==> src/rtl/friet_p_pkg.sv <==
// Shared definitions for the Friet-P round sequencer: default round count,
// round-0 constant and the controller state encoding.
package friet_p_pkg;

  localparam int         FRIET_P_ROUNDS  = 24;
  localparam logic [4:0] FRIET_P_RC_INIT = 5'b00001;

  typedef enum logic [1:0] {
    ST_IDLE = 2'd0,
    ST_LOAD = 2'd1,
    ST_RUN  = 2'd2,
    ST_DONE = 2'd3
  } friet_p_state_e;

endpackage

==> src/rtl/friet_p_rc.sv <==
// Friet-P round-constant LFSR step (purely combinational).
module friet_p_rc (
  input  logic [4:0] rc,
  output logic [4:0] rc_next
);

  assign rc_next = {~rc[4], rc[2], rc[1], rc[0], rc[0] ^ rc[3]};

endmodule

==> src/rtl/friet_p_round_ctrl.sv <==
// Friet-P permutation round sequencer: LOAD strobe, ROUNDS round-enable
// strobes with their round constants, then a one-cycle done pulse.
// Optional build macro FRIET_P_CTRL_ROUND_LIMIT_EN adds a num_rounds input
// that shortens a run to min(num_rounds, ROUNDS) rounds.
module friet_p_round_ctrl
  import friet_p_pkg::*;
#(
  parameter int         ROUNDS  = FRIET_P_ROUNDS,
  parameter logic [4:0] RC_INIT = FRIET_P_RC_INIT
) (
  input  logic       clk,
  input  logic       rst,
  input  logic       start,
  input  logic       stall,
`ifdef FRIET_P_CTRL_ROUND_LIMIT_EN
  input  logic [4:0] num_rounds,
`endif
  output logic       busy,
  output logic       state_load,
  output logic       round_en,
  output logic [4:0] rc_out,
  output logic [4:0] round_idx,
  output logic       done
);

  localparam logic [4:0] ROUNDS_W = 5'(ROUNDS);

  friet_p_state_e state_q, state_nxt;
  logic [4:0]     rc_q, rc_step, cnt_q;
  logic           last_round, skip_rounds, accept;

  assign accept = (state_q == ST_IDLE) && start;

  friet_p_rc u_rc (
    .rc      (rc_q),
    .rc_next (rc_step)
  );

`ifdef FRIET_P_CTRL_ROUND_LIMIT_EN
  logic [4:0] limit_q, limit_sel;

  assign limit_sel   = (num_rounds < ROUNDS_W) ? num_rounds : ROUNDS_W;
  assign last_round  = (cnt_q == limit_q - 5'd1);
  assign skip_rounds = (limit_q == 5'd0);

  // Capture the per-run round limit when a start is accepted.
  always_ff @(posedge clk or posedge rst) begin
    if (rst)         limit_q <= ROUNDS_W;
    else if (accept) limit_q <= limit_sel;
  end
`else
  assign last_round  = (cnt_q == ROUNDS_W - 5'd1);
  assign skip_rounds = 1'b0;
`endif

  // State register.
  // NOTE: every clocked process uses non-blocking assignments so all
  // registers update from the same pre-edge values.
  always_ff @(posedge clk or posedge rst) begin
    if (rst) state_q <= ST_IDLE;
    else     state_q <= state_nxt;
  end

  // Next-state and strobe decode.
  // NOTE: every output of this block is defaulted first, so no path can
  // leave a signal unassigned and infer a latch.
  always_comb begin
    state_nxt  = state_q;
    busy       = 1'b1;
    state_load = 1'b0;
    round_en   = 1'b0;
    done       = 1'b0;
    unique case (state_q)
      ST_IDLE: begin
        busy = 1'b0;
        if (start) state_nxt = ST_LOAD;
      end
      ST_LOAD: begin
        state_load = 1'b1;
        state_nxt  = skip_rounds ? ST_DONE : ST_RUN;
      end
      ST_RUN: begin
        round_en = ~stall;
        if (!stall && last_round) state_nxt = ST_DONE;
      end
      ST_DONE: begin
        done      = 1'b1;
        state_nxt = ST_IDLE;
      end
      default: state_nxt = ST_IDLE;
    endcase
  end

  // Round counter and round-constant register; both freeze on the last round.
  always_ff @(posedge clk or posedge rst) begin
    if (rst) begin
      rc_q  <= RC_INIT;
      cnt_q <= 5'd0;
    end else if (accept) begin
      rc_q  <= RC_INIT;
      cnt_q <= 5'd0;
    end else if (round_en && !last_round) begin
      rc_q  <= rc_step;
      cnt_q <= cnt_q + 5'd1;
    end
  end

  assign rc_out    = rc_q;
  assign round_idx = cnt_q;

endmodule
==> config.mk <==
export PLATFORM = sky130hd
export DESIGN_NAME = friet_p_round_ctrl
export DESIGN_NICKNAME = d
export VERILOG_FILES = /design/src/rtl/friet_p_pkg.sv /design/src/rtl/friet_p_rc.sv /design/src/rtl/friet_p_round_ctrl.sv
export SDC_FILE = /design/constraint.sdc
export NUM_CORES = 1
export LEC_CHECK = 0
export CAP_MARGIN = 20
export CORE_UTILIZATION = 25
export CTS_BUF_LIST = sky130_fd_sc_hd__clkbuf_2 sky130_fd_sc_hd__clkbuf_4 sky130_fd_sc_hd__clkbuf_8
export DETAILED_ROUTE_END_ITERATION = 10
export SETUP_SLACK_MARGIN = 0.1
export SYNTH_ARGS = -nofsm -noshare
export SYNTH_HDL_FRONTEND = slang
export SYNTH_HIERARCHICAL = 1
export SYNTH_SLANG_ARGS = --single-unit
==> constraint.sdc <==
create_clock -name clk -period 2.85 [get_ports clk]
set_clock_uncertainty 0.15 [all_clocks]
set_input_delay 0.57 -clock clk [delete_from_list [all_inputs] [get_ports clk]]
set_output_delay 0.57 -clock clk [all_outputs]
set_load 0.1 [all_outputs]
Word-level counts from Yosys, hierarchy flattened
Cells that the tools add are included.
{ "word_totals": {"register_bits": 12, "input_bits": 4, "output_inout_bits": 14, "elab_cells": 32} }
{ "classes": {"addsub": 1, "eq_ne": 6, "mux": 11, "bitwise": 3, "reduce_logical": 8} }
{ "op_table": {"columns": ["operator", "n"], "rows": [
  ["$mux W5", 4],
  ["$pmux W2 S4", 1],
  ["$add A5 B1 Y5 const B", 1],
  ["$eq A5 B5 Y1 const B", 1],
  ["$eq A2 B2 Y1 const B", 2],
  ["$mux W1", 4],
  ["$mux W2", 2],
  ["$ne A2 B2 Y1 const B", 2],
  ["$logic_and A1 B1 Y1", 3],
  ["$eq A2 B1 Y1 const B", 1],
  ["$logic_not A1 Y1", 2],
  ["$logic_not A2 Y1", 1],
  ["$not A1 Y1", 2],
  ["$reduce_and A2 Y1", 1],
  ["$reduce_bool A2 Y1", 1],
  ["$xor A1 B1 Y1", 1]
]} }

Longest topological paths before layout
Gate-level depths: netlist of run 1.
{ "logic_depth": {"ltp_word": 5, "mapped_depth": 6, "depth_no_buf": 6} }

Modules after synthesis
The synthesis of run 1 kept the hierarchy.
{ "by_module_without_submodules": {"columns": ["mod", "instances", "cells_per_inst", "area_each_um2", "seq_area_each_um2"], "rows": [
  ["friet_p_round_ctrl", 1, 74, 683.2, 301.5],
  ["friet_p_rc", 1, 5, 35.0, 0.0]
]} }

Least setup slack after synthesis of run 1
No wires, ideal clock.
{ "synth_path": {"path_type": "reg2out", "from": "reg state_q[0]", "to": "out round_en", "arrival_ns": 1.524, "required_ns": 2.130, "setup_slack_ns": 0.606, "stages_incl_launch_ff": 5, "path_buffers": 0, "cell_sequence": "dfrtp_1 > inv_1 > ha_1 > nand2b_1 > inv_1"} }
{ "synth_between": {"elab_chain_cells": 2} }
{ "synth_rtl": {"columns": ["item", "line_no", "source"], "rows": [
  ["start: declaration", "friet_p_round_ctrl.sv:28", "friet_p_state_e state_q, state_nxt;"],
  ["start signal: assignment", "friet_p_round_ctrl.sv:61", "else state_q <= state_nxt;"],
  ["$eq A2 B2 Y1", "friet_p_round_ctrl.sv:73", "unique case (state_q)"],
  ["$mux W1", "friet_p_round_ctrl.sv:73", null],
  ["end: declaration", "friet_p_round_ctrl.sv:20", "output logic round_en,"]
]} }
No other way between the ends.

Worst setup path in the final report of run 1
{ "layout_path": {"from": "in stall", "to": "out round_en"} }
{ "layout_between": {"elab_chain_cells": 2} }
{ "layout_rtl": {"columns": ["item", "line_no", "source"], "rows": [
  ["start: declaration", "friet_p_round_ctrl.sv:14", "input logic stall,"],
  ["$not A1 Y1", "friet_p_round_ctrl.sv:83", "round_en = ~stall;"],
  ["$mux W1", "friet_p_round_ctrl.sv:73", null]
]} }
No other way between the ends.

==> impl_metrics.py, run 1 <==
metrics = {
    "sta": {
        "fin_crit_sh_pct": 83.1,
        "fmax_mhz": 422,
        "min_period_ps": 2370,
        "rsz0062_at_grt": "false",
        "tns_ps": 0,
        "finalSetupViolCount": 0,
        "hold_viol": 0,
        "drv_slew": 0,
        "worst_pin_slew_ps": 472,
        "slew_headroom_pct": 68.5,
    },
    "global_route": {
        "antenna_found_initial": 0,
        "grt_remaining_overflow": 0,
        "grt_pass1_wl_um": 2640,
        "grt_pass1_vias": 559,
        "grt_max_degree": 15,
        "track_usage_pct": 10.8,
    },
    "floorplan": {
        "io_pins": 18,
        "start_util_pct": 26.3,
        "dieArea_um2": 3090,
        "rows": 19,
        "die_w_um": 55.6,
        "design.core.area_um2": 2730,
        "fp.dieH_um": 55.6,
    },
    "setup_path": {
        "startpoint_type": "primary input",
        "critPathBufInv": 3,
        "required_ps": 2130,
        "cpPeakStageDelay_ps": 460,
        "critPathSlowestCell": "clkdlybuf4s50_1",
        "critPathArrivalTime_ps": 1650,
        "endpoint_kind": "primary output",
        "path_cells": "clkdlybuf4s50_1 > nand2b_1 > inv_1 > buf_12",
        "worstSetupPathType": "in -> out",
        "critical_path.max_fanout": 7,
        "cpLargestDelayFamily": "buffers and inverters",
    },
    "logic_synthesis": {
        "synth_commonest_cells": "dfrtp_1 (11), nand3_1 (10), o21ai_0 (9)",
        "synthTopCellsByArea": "dfrtp_1 (38%), ha_1 (10%), nand3_1 (7.0%)",
        "synth_top_flop_cell": "dfrtp_1",
        "async_reset_ff_share_pct": 100,
        "postSynthAreaPerCell_um2": 9.09,
        "ys_ff_latch": 12,
        "ys_seq_area_share_pct": 42.0,
        "post-synth-top-count-cell": "dfrtp_1",
        "yosysTopAreaCellShare_pct": 38.3,
        "synth-warning-count": 6,
        "synth_edf_count": 0,
        "synth_cell_types": 27,
        "syn-cell-area_um2": 718,
        "syn-num-nets": 89,
        "synth_top_area_cell": "dfrtp_1",
        "syn_inst": 79,
    },
    "run_status": {
        "status": "completed",
    },
    "clock_network": {
        "cts.sinks": 12,
        "cts_tree": "built",
        "cts_resized": 0,
        "path_clk_slew_ps": 70,
        "cts_htree_levels": 1,
        "cts_made_buffers": 3,
        "cts_hold_buf": 0,
        "cts_setup_buffers": 0,
        "cts-root-buf": "clkbuf_4",
        "worstSkewPairLatency_ps": 270,
        "clock_path_buffers": 2,
    },
    "placement": {
        "hpwl_um": 1090,
        "portBuffers": 17,
        "place.gp.congestion": 0.740,
    },
    "final_layout": {
        "drive_above_1_share_pct": 21.1,
        "fin_nets": 106,
        "synthToLayoutAreaGrowth_pct": 26.3,
        "antennaDiodeCount": 0,
    },
    "route": {
        "drt_iter0_drc": 20,
        "final_antenna_net_count": 0,
        "vias_per_cell": 4.94,
        "avgRoutedWirePerCell_um": 12.0,
        "vias": 623,
        "dr.pass1.iters": 4,
        "drc": 0,
        "wl_um": 1510,
    },
    "min_path": {
        "hold_path.class": "reg -> reg",
    },
    "run": {
        "maxCapViolCount": 0,
    },
}
## cells in the final DEF (no fill, tap or decap), drive strengths merged
master / instances
o41ai: 1
nand4: 1
nand4b: 1
or4: 1
a21oi: 8
a311oi: 1
nand2: 2
o311ai: 1
ha: 6
mux2i: 1
and2: 1
dfrtp: 11
nand3: 10
nor2: 1
and4b: 1
o211ai: 1
o21ai: 9
clkbuf: 4
nor3b: 1
or3: 2
dfstp: 1
inv: 8
buf: 15
xor2: 1
clkdlybuf4s50: 3
nor2b: 1
nand2b: 2
## cell type report
cell class	count	area, um2
Timing Repair Buffer	18	155
Multi-Input combinational cell	53	352
Clock buffer	4	30.0
Inverter	8	30.0
Tap cell	31	38.8
Fill cell	275	1830
Sequential cell	12	302
## registers in the layout (all words and copies together), names as in the netlist
name,flops
rc_out,5
round_idx,5
state_q,2
## cells by family (layout without fill, tap and decap cells)
logic type	Yosys count	in the layout	synth area share, %
multiplexers	1	1	1.39
flip-flops	12	12	42.0
AND/OR/NAND/NOR	24	24	19.3
AO/OA/AOI/OAI	21	21	16.6
buffers and inverters	14	30	9.06
XOR/XNOR	1	1	1.22
adder cells (fa/ha/maj)	6	6	10.5
## metal layers
layer,wire (um),global-route usage [%]
met5,0,0
met4,12,4.29
met3,126,3.49
met2,672,15.7
met1,699,14.8
## through the flow
step / setup WS [ps] / instance area, um2 / std cells / hold WS (ps) / util [%]
global placement: 519 / 877 / 122 / 391 / 32.1
global route: 338 / 907 / 126 / 418 / 33.2
finish: 481 / 907 / 126 / 400 / 33.2
floorplan: 606 / 718 / 79 / 284 / -
CTS: 483 / 907 / 126 / 402 / 33.2
detailed placement: 500 / 877 / 122 / 386 / 32.1
## final timing paths
| check | from | end | slack, ps | cells past startpoint |
|---|---|---|---|---|
| max | stall | round_en | 480 | 4 |
| min | rc_out[0]$_DFFE_PP1P_ | rc_out[1]$_DFFE_PP0P_ | 400 | 2 |
| max reg2reg | state_q[0]$_DFFE_PP0P_ | round_idx[3]$_DFFE_PP0P_ | 910 | 6 |
| min reg2reg | rc_out[0]$_DFFE_PP1P_ | rc_out[1]$_DFFE_PP0P_ | 400 | 2 |
| max in group asynchronous | rst | rc_out[0]$_DFFE_PP1P_ | 1730 | 2 |
| min in group asynchronous | rst | state_q[0]$_DFFE_PP0P_ | 470 | 2 |
## worst register-to-register path: cells and delay by family, from the launching register on
family,cells,cell delay (ps)
flops,1,420
simple gates,2,580
buf+inv,2,310
fa+ha+maj,1,260
compound gates,1,150
Power of run 1 is not shown: default switching activity piles up to over one toggle a cycle in this logic, so the estimate is an artifact.
==> run 2: changes to the inputs <==
- clock period: 2.85 -> 2.15 ns (I/O delays scaled with it)
==> run 2 against run 1 <==
Routed wire length increased by 1.2%. Core utilization increased by 4.9 points. Design area increased by 15%. Register-to-register slack got worse by 670 ps. Critical path type unchanged. Largest cell class unchanged.
==> impl_metrics.py, run 2 (synthesized netlist as in run 1, its figures left out) <==
metrics = {
    "route": {
        "vias_per_cell": 5.01,
        "avgRoutedWirePerCell_um": 11.8,
        "wl_um": 1530,
        "vias": 651,
        "drc": 0,
        "dr.pass1.iters": 3,
        "final_antenna_net_count": 0,
        "drt_iter0_drc": 4,
    },
    "setup_path": {
        "r2r_slack_ps": 240,
        "startpoint_type": "primary input",
        "critPathArrivalTime_ps": 1380,
        "critPathBufInv": 3,
        "path_cells": "clkdlybuf4s50_1 > nand2b_4 > clkinvlp_4 > buf_12",
        "required_ps": 1570,
        "critPathSlowestCell": "clkdlybuf4s50_1",
        "cpLargestDelayFamily": "buffers and inverters",
        "critical_path.max_fanout": 3,
        "cpPeakStageDelay_ps": 510,
        "endpoint_kind": "primary output",
        "worstSetupPathType": "in -> out",
    },
    "sta": {
        "drv_slew": 0,
        "fin_crit_sh_pct": 91.2,
        "worst_pin_slew_ps": 464,
        "tns_ps": 0,
        "rsz0062_at_grt": "false",
        "min_period_ps": 1960,
        "fmax_mhz": 510,
        "hold_viol": 0,
        "slew_headroom_pct": 69.0,
        "finalSetupViolCount": 0,
        "timing.final.ws_setup_ps": 188,
    },
    "clock_network": {
        "cts.sinks": 12,
        "worstSkewPairLatency_ps": 280,
        "clock_path_buffers": 2,
        "cts_tree": "built",
        "path_clk_slew_ps": 80,
        "cts-root-buf": "clkbuf_4",
        "cts_htree_levels": 1,
        "cts_made_buffers": 3,
    },
    "final_layout": {
        "synthToLayoutAreaGrowth_pct": 44.8,
        "fillers": 278,
        "fin_nets": 110,
        "layout_common_cells": "buf_4 (12), nand3_1 (10), o21ai_0 (9)",
        "drive_above_1_share_pct": 31.3,
        "antennaDiodeCount": 0,
        "layout_commonest_cell": "buf_4",
    },
    "floorplan": {
        "die_w_um": 55.6,
        "start_util_pct": 26.3,
        "design.core.area_um2": 2730,
        "rows": 19,
        "io_pins": 18,
        "fp.dieH_um": 55.6,
        "dieArea_um2": 3090,
    },
    "run": {
        "maxCapViolCount": 0,
    },
    "global_route": {
        "antenna_found_initial": 0,
        "grt_max_degree": 13,
        "track_usage_pct": 11.0,
        "grt_remaining_overflow": 0,
        "grt_pass1_wl_um": 2700,
        "grt_pass1_vias": 586,
    },
    "placement": {
        "place.gp.congestion": 0.746,
        "place_ws_ps": 29.9,
        "portBuffers": 17,
        "hpwl_um": 1080,
    },
    "min_path": {
        "hold_path.class": "in -> async",
    },
    "run_status": {
        "status": "completed",
    },
}
-- run 2: changes by cell type in the layout (fill, tap and decap cells not counted), sizes merged --
cell,change
buf,+4
clkinvlp,+1
inv,-1
-- run 2: final timing paths --
kind,from,to,depth (start not counted)
max in group asynchronous,rst,round_idx[1]$_DFFE_PP0P_,2
max,stall,round_en,4
min,rst,rc_out[2]$_DFFE_PP0P_,2
min reg2reg,rc_out[2]$_DFFE_PP0P_,rc_out[3]$_DFFE_PP0P_,2
max reg2reg,round_idx[0]$_DFFE_PP0P_,round_idx[3]$_DFFE_PP0P_,4
min in group clk,rc_out[2]$_DFFE_PP0P_,rc_out[3]$_DFFE_PP0P_,2
-- run 2: stage by stage --
step                      util [%]  instances  hold WS, ps  cell area (um2)
after floorplan                  -         79          144              726
after global placement        35.7        124          393              975
after detailed placement      35.7        124          398              975
after CTS                     37.4        130          316             1020
after global routing          38.0        130          339             1040
final                         38.0        130          303             1040
-- run 2: cell type report --
type                            instances  area (um2)  area share (%)
Multi-Input combinational cell         53         372            35.7
Sequential cell                        12         305            29.4
Timing Repair Buffer                   22         260            25.0
Tap cell                               31        38.8            3.73
Inverter                                8        33.8            3.25
Clock buffer                            4        30.0            2.89
-- run 2: repair_timing --
action | CTS | global route
hold buffers | 0 | 0
buffers inserted | 2 | 0
cloned | 0 | 0
resized for setup | 1 | 3
endpoints found under the setup margin | 1 | 2
-- run 2: metal layers --
layer | part of all wire (%) | routed length [um] | up-vias | GRT usage (%)
met5 | 0 | 0 | - | 0
met4 | 0.52 | 8 | 0 | 3.21
met3 | 6.5 | 100 | 2 | 4.65
met2 | 40 | 618 | 16 | 15.1
met1 | 52 | 801 | 310 | 15.7
li1 | - | - | 323 | -
Power of run 2 is left out for the same reason.
==> run 3: changes to the inputs <==
- CORE_MARGIN: not set -> 10
- SLEW_MARGIN: not set -> 5
==> run 3 against run 2 <==
Worst setup slack gained 5.3 ps. Die area is 75% higher. Clock-buffer cell count is the same. Largest cell class unchanged.
==> impl_metrics.py, run 3 (synthesized netlist as in run 1, its figures left out) <==
metrics = {
    "route": {
        "vias": 650,
        "avgRoutedWirePerCell_um": 13.3,
        "drt_iter0_drc": 16,
        "final_antenna_net_count": 0,
        "wl_um": 1720,
        "vias_per_cell": 5.04,
        "dr.pass1.iters": 4,
        "drc": 0,
    },
    "setup_path": {
        "critPathBufInv": 3,
        "endpoint_kind": "primary output",
        "worstSetupPathType": "in -> out",
        "path_cells": "clkdlybuf4s50_1 > nand2b_4 > clkinvlp_4 > buf_12",
        "rr_worst_depth": 4,
        "startpoint_type": "primary input",
        "required_ps": 1570,
        "cpLargestDelayFamily": "buffers and inverters",
        "cpPeakStageDelay_ps": 480,
        "critPathArrivalTime_ps": 1380,
        "path_depth": 4,
        "critical_path.max_fanout": 7,
        "critPathSlowestCell": "clkdlybuf4s50_1",
    },
    "placement": {
        "hpwl_um": 1330,
        "place.gp.congestion": 0.770,
        "place_ws_ps": -37.0,
        "portBuffers": 17,
    },
    "floorplan": {
        "die_w_um": 73.6,
        "fp.dieH_um": 73.6,
        "io_pins": 18,
        "dieArea_um2": 5420,
        "start_util_pct": 26.0,
        "design.core.area_um2": 2760,
        "rows": 19,
    },
    "final_layout": {
        "fillers": 283,
        "drive_above_1_share_pct": 31.6,
        "layout_common_cells": "nand3_1 (10), buf_4 (10), o21ai_0 (9)",
        "antennaDiodeCount": 0,
        "fin_nets": 109,
        "synthToLayoutAreaGrowth_pct": 46.5,
        "multi_input_area_um2": 372,
        "layout.area.seq_um2": 307,
    },
    "clock_network": {
        "cts_htree_levels": 1,
        "path_clk_slew_ps": 80,
        "worstSkewPairLatency_ps": 270,
        "clock_path_buffers": 2,
        "cts_tree": "built",
        "cts-root-buf": "clkbuf_4",
        "cts_hold_buf": 0,
        "cts_made_buffers": 3,
        "cts.sinks": 12,
    },
    "global_route": {
        "grt_pass1_vias": 670,
        "antenna_found_initial": 0,
        "grt_pass1_wl_um": 3040,
        "track_usage_pct": 6.95,
        "grt_max_degree": 13,
        "grt_remaining_overflow": 0,
    },
    "sta": {
        "rsz0062_at_grt": "false",
        "fin_crit_sh_pct": 91.0,
        "min_period_ps": 1960,
        "hold_viol": 0,
        "drv_slew": 0,
        "worst_pin_slew_ps": 459,
        "fmax_mhz": 511,
        "slew_headroom_pct": 69.4,
        "finalSetupViolCount": 0,
        "timing.final.ws_setup_ps": 194,
    },
    "min_path": {
        "hold_path.class": "in -> async",
    },
    "run_status": {
        "status": "completed",
    },
    "run": {
        "maxCapViolCount": 0,
    },
}
run 3: final timing paths:
check | start | endpoint | slack (ps)
setup / recovery | stall | round_en | 190
hold / removal | rst | rc_out[3]$_DFFE_PP0P_ | 310
setup reg to reg | round_idx[0]$_DFFE_PP0P_ | round_idx[3]$_DFFE_PP0P_ | 250
hold reg to reg | rc_out[0]$_DFFE_PP1P_ | rc_out[0]$_DFFE_PP1P_ | 410
max in group asynchronous | rst | rc_out[0]$_DFFE_PP1P_ | 1200
min in group clk | rc_out[0]$_DFFE_PP1P_ | rc_out[0]$_DFFE_PP1P_ | 410
run 3: metrics by stage:
step	util [%]	instance area, um2	setup TNS (ps)	instances	hold WS [ps]
2_1_floorplan	-	726	0	79	144
3_3_place_gp	35.8	987	-19.0	124	391
3_5_place_dp	35.8	987	-37.0	124	403
4_1_cts	37.8	1040	0	128	329
5_1_grt	38.2	1050	0	129	337
6_report	38.2	1050	0	129	314
run 3: area by class of cell:
cell class | count | area share, %
inverter | 8 | 3.21
clock buffer | 4 | 3.45
multi-input combinational | 53 | 35.3
sequential | 12 | 29.1
timing repair buffer | 21 | 25.2
tap | 31 | 3.69
run 3: what timing repair did:
item,in CTS,in global routing
buffers inserted,0,1
setup endpoints to repair,2,2
gates resized for setup,4,2
run 3: worst register-to-register path, delay by kind of cell (launching register included):
family,cells,cell delay [ps]
flip-flops,1,430
adder cells (fa/ha/maj),1,240
AO/OA/AOI/OAI,1,150
AND/OR/NAND/NOR,2,850
run 3: layer usage:
| metal | share of wire [%] | GRT usage [%] | up-vias |
|---|---|---|---|
| li1 | - | - | 317 |
| met1 | 40 | 7.93 | 307 |
| met2 | 49 | 10.5 | 24 |
| met3 | 10 | 4.04 | 2 |
| met4 | 0.70 | 2.48 | 0 |
| met5 | 0 | 0 | - |
Power of run 3 is left out for the same reason.
==> variant (settings of run 3) <==
The option `FRIET_P_CTRL_ROUND_LIMIT_EN` is turned on by a define.
--- a/src/rtl/friet_p_round_ctrl.sv
+++ b/src/rtl/friet_p_round_ctrl.sv
@@ -4,2 +4,4 @@
 // that shortens a run to min(num_rounds, ROUNDS) rounds.
+`define FRIET_P_CTRL_ROUND_LIMIT_EN
+
 module friet_p_round_ctrl
Ports: changed (added num_rounds); port bits go from 18 to 23. No check against the original RTL was run, so the function may have changed too.
==> variant against run 3 <==
Utilization is 0.69 points higher; setup slack worse by 0.022 ns; routed wire length is 65% higher; via count is 47% higher; sequential cell count is 5 higher; critical path depth is 3 higher; synthesized area is 46% higher; count of clock-buffer cells in the layout stayed put; critical path type is now flip-flop to flip-flop; die area is 33% higher; design area is 49% higher; non-clock buffer count is 9 higher.
Power is not shown: default switching activity piles up to over one toggle a cycle in this logic, so the estimate is an artifact.
==> variant: results (changes against run 3) <==
Setup path
  • Critical path's slowest cell: dfrtp_1 (was clkdlybuf4s50_1)
  • Max FO, Critical Path: 6 (was 7)
  • WP data arrival: 1.96 ns (was 1.38 ns)
  • Top delay family on crit path: compound AO/OA/AOI/OAI gates (was buffers and inverters)
  • Worst r2r dst: state_q[1] (was round_idx[3])
  • Largest stage delay, worst path: 0.37 ns (was 0.48 ns)
  • Reg2Reg Launch Point: limit_q[0] (was round_idx[0])
  • R2r worst-path depth: 7 (was 4)

Logic synthesis
  • Largest family of logic cells by synthesized area: compound AO/OA/AOI/OAI gates (was simple AND/OR/NAND/NOR gates)
  • Leading post-synthesis cells by cell area: dfrtp_1 33%, ha_1 8.4%, dfstp_2 7.5% (was dfrtp_1 38%, ha_1 10%, nand3_1 7.0%)
  • Primary FF master, synth: dfrtp_1 (unchanged)
  • Register area share after synthesis: 40.98% (was 41.99%)
  • Commonest cells in the synthesized netlist: 14 x dfrtp_1, 11 x a21oi_1, 11 x o21ai_0 (was 11 x dfrtp_1, 10 x nand3_1, 9 x o21ai_0)
  • XOR/XNOR share of the synthesized area: 5.854% (was 1.220%)
  • Library cells used by synthesis: 33 (was 27)
  • Post-synthesis mux area share: 3.226% (was 1.394%)
  • Compound-Gate Fraction of Synth Area: 18.40% (was 16.55%)
  • Synth Area in Adders: 8.363% (was 10.45%)
  • Mapped Nets: 128 (was 89)

STA
  • Worst slew margin: 76.32% (was 69.38%)
  • Final hold slack: 0.2979 ns (was 0.3139 ns)

Drt
  • Vias per cell: 5.032 (was 5.039)
  • Routed WL: 2.835 mm (was 1.716 mm)
  • Initial drt markers: 52 (was 16)

Global route
  • First-pass GRT wire length: 4.554 mm (was 3.036 mm)
  • Vias in the first global route: 980 (was 670)
  • Total Routing Usage GR: 7.542% (was 6.952%)
  • Largest net degree at the start of global routing: 13 (unchanged)

Placed design
  • Count of buffers from port buffering: 22 (was 17)
  • GPL Wtd Cong: 0.7971 (was 0.7698)

Clock tree
  • Clock slew at reported path FFs: 0.06 ns (was 0.08 ns)
  • Worst skew pair latency: 0.24 ns (was 0.27 ns)
  • Clock Tree Root: clkbuf_8 (was clkbuf_4)

Final layout
  • Filler instances: 412 (was 283)
  • Inserted Diodes: 0 (unchanged)
  • Layout cells sized above 1: 38.57% (was 31.63%)

Run status
  • Status: completed (unchanged)
==> variant: worst max-delay path by stage <==
stage	start	end
5_1_grt	limit_q[0]	rc_out[1]
2_1_floorplan	state_q[0]	state_q[1]
4_1_cts	limit_q[0]	state_q[1]
3_3_place_gp	stall	round_idx[4]
3_5_place_dp	limit_q[0]	state_q[1]
6_report	limit_q[0]	state_q[1]
==> variant: cells by family (layout without fill, tap and decap cells) <==
kind of cell | after synthesis | after routing
AO/OA/AOI/OAI | 31 | 32
XOR/XNOR | 7 | 7
adder cells (fa/ha/maj) | 7 | 7
buffers and inverters | 15 | 42
flip-flops | 17 | 17
multiplexers | 3 | 3
AND/OR/NAND/NOR | 32 | 32
==> variant: cell type report <==
type / instances / area [µm²] / area share, %
Inverter: 8 / 36.28 / 2.318
Timing Repair Buffer: 30 / 361.6 / 23.10
Sequential cell: 17 / 439.2 / 28.06
Multi-Input combinational cell: 81 / 616.8 / 39.41
Clock buffer: 4 / 48.80 / 3.118
Tap cell: 50 / 62.56 / 3.997
==> variant: what timing repair did <==
item                                    CTS  global route
endpoints found under the setup margin    4            12
setup buffers                             2             0
pin swaps                                 0             3
gates cloned                              0             1
gates resized for setup                   1             9
==> variant: layer usage <==
metal	track usage [%]	up-vias	routed length, µm
met2	12.90	25	1441
met5	0	-	0
met4	3.293	0	50
met3	2.222	6	133
li1	-	458	-
met1	8.425	467	1209
==> variant: stage by stage <==
stage               worst slack, ns  std cells  area [µm²]
floorplan                  0.001209        112        1089
global placement             0.1062        183        1444
detailed placement          0.07761        183        1444
CTS                          0.1078        189        1510
global route                0.06883        190        1565
finish                       0.1721        190        1565
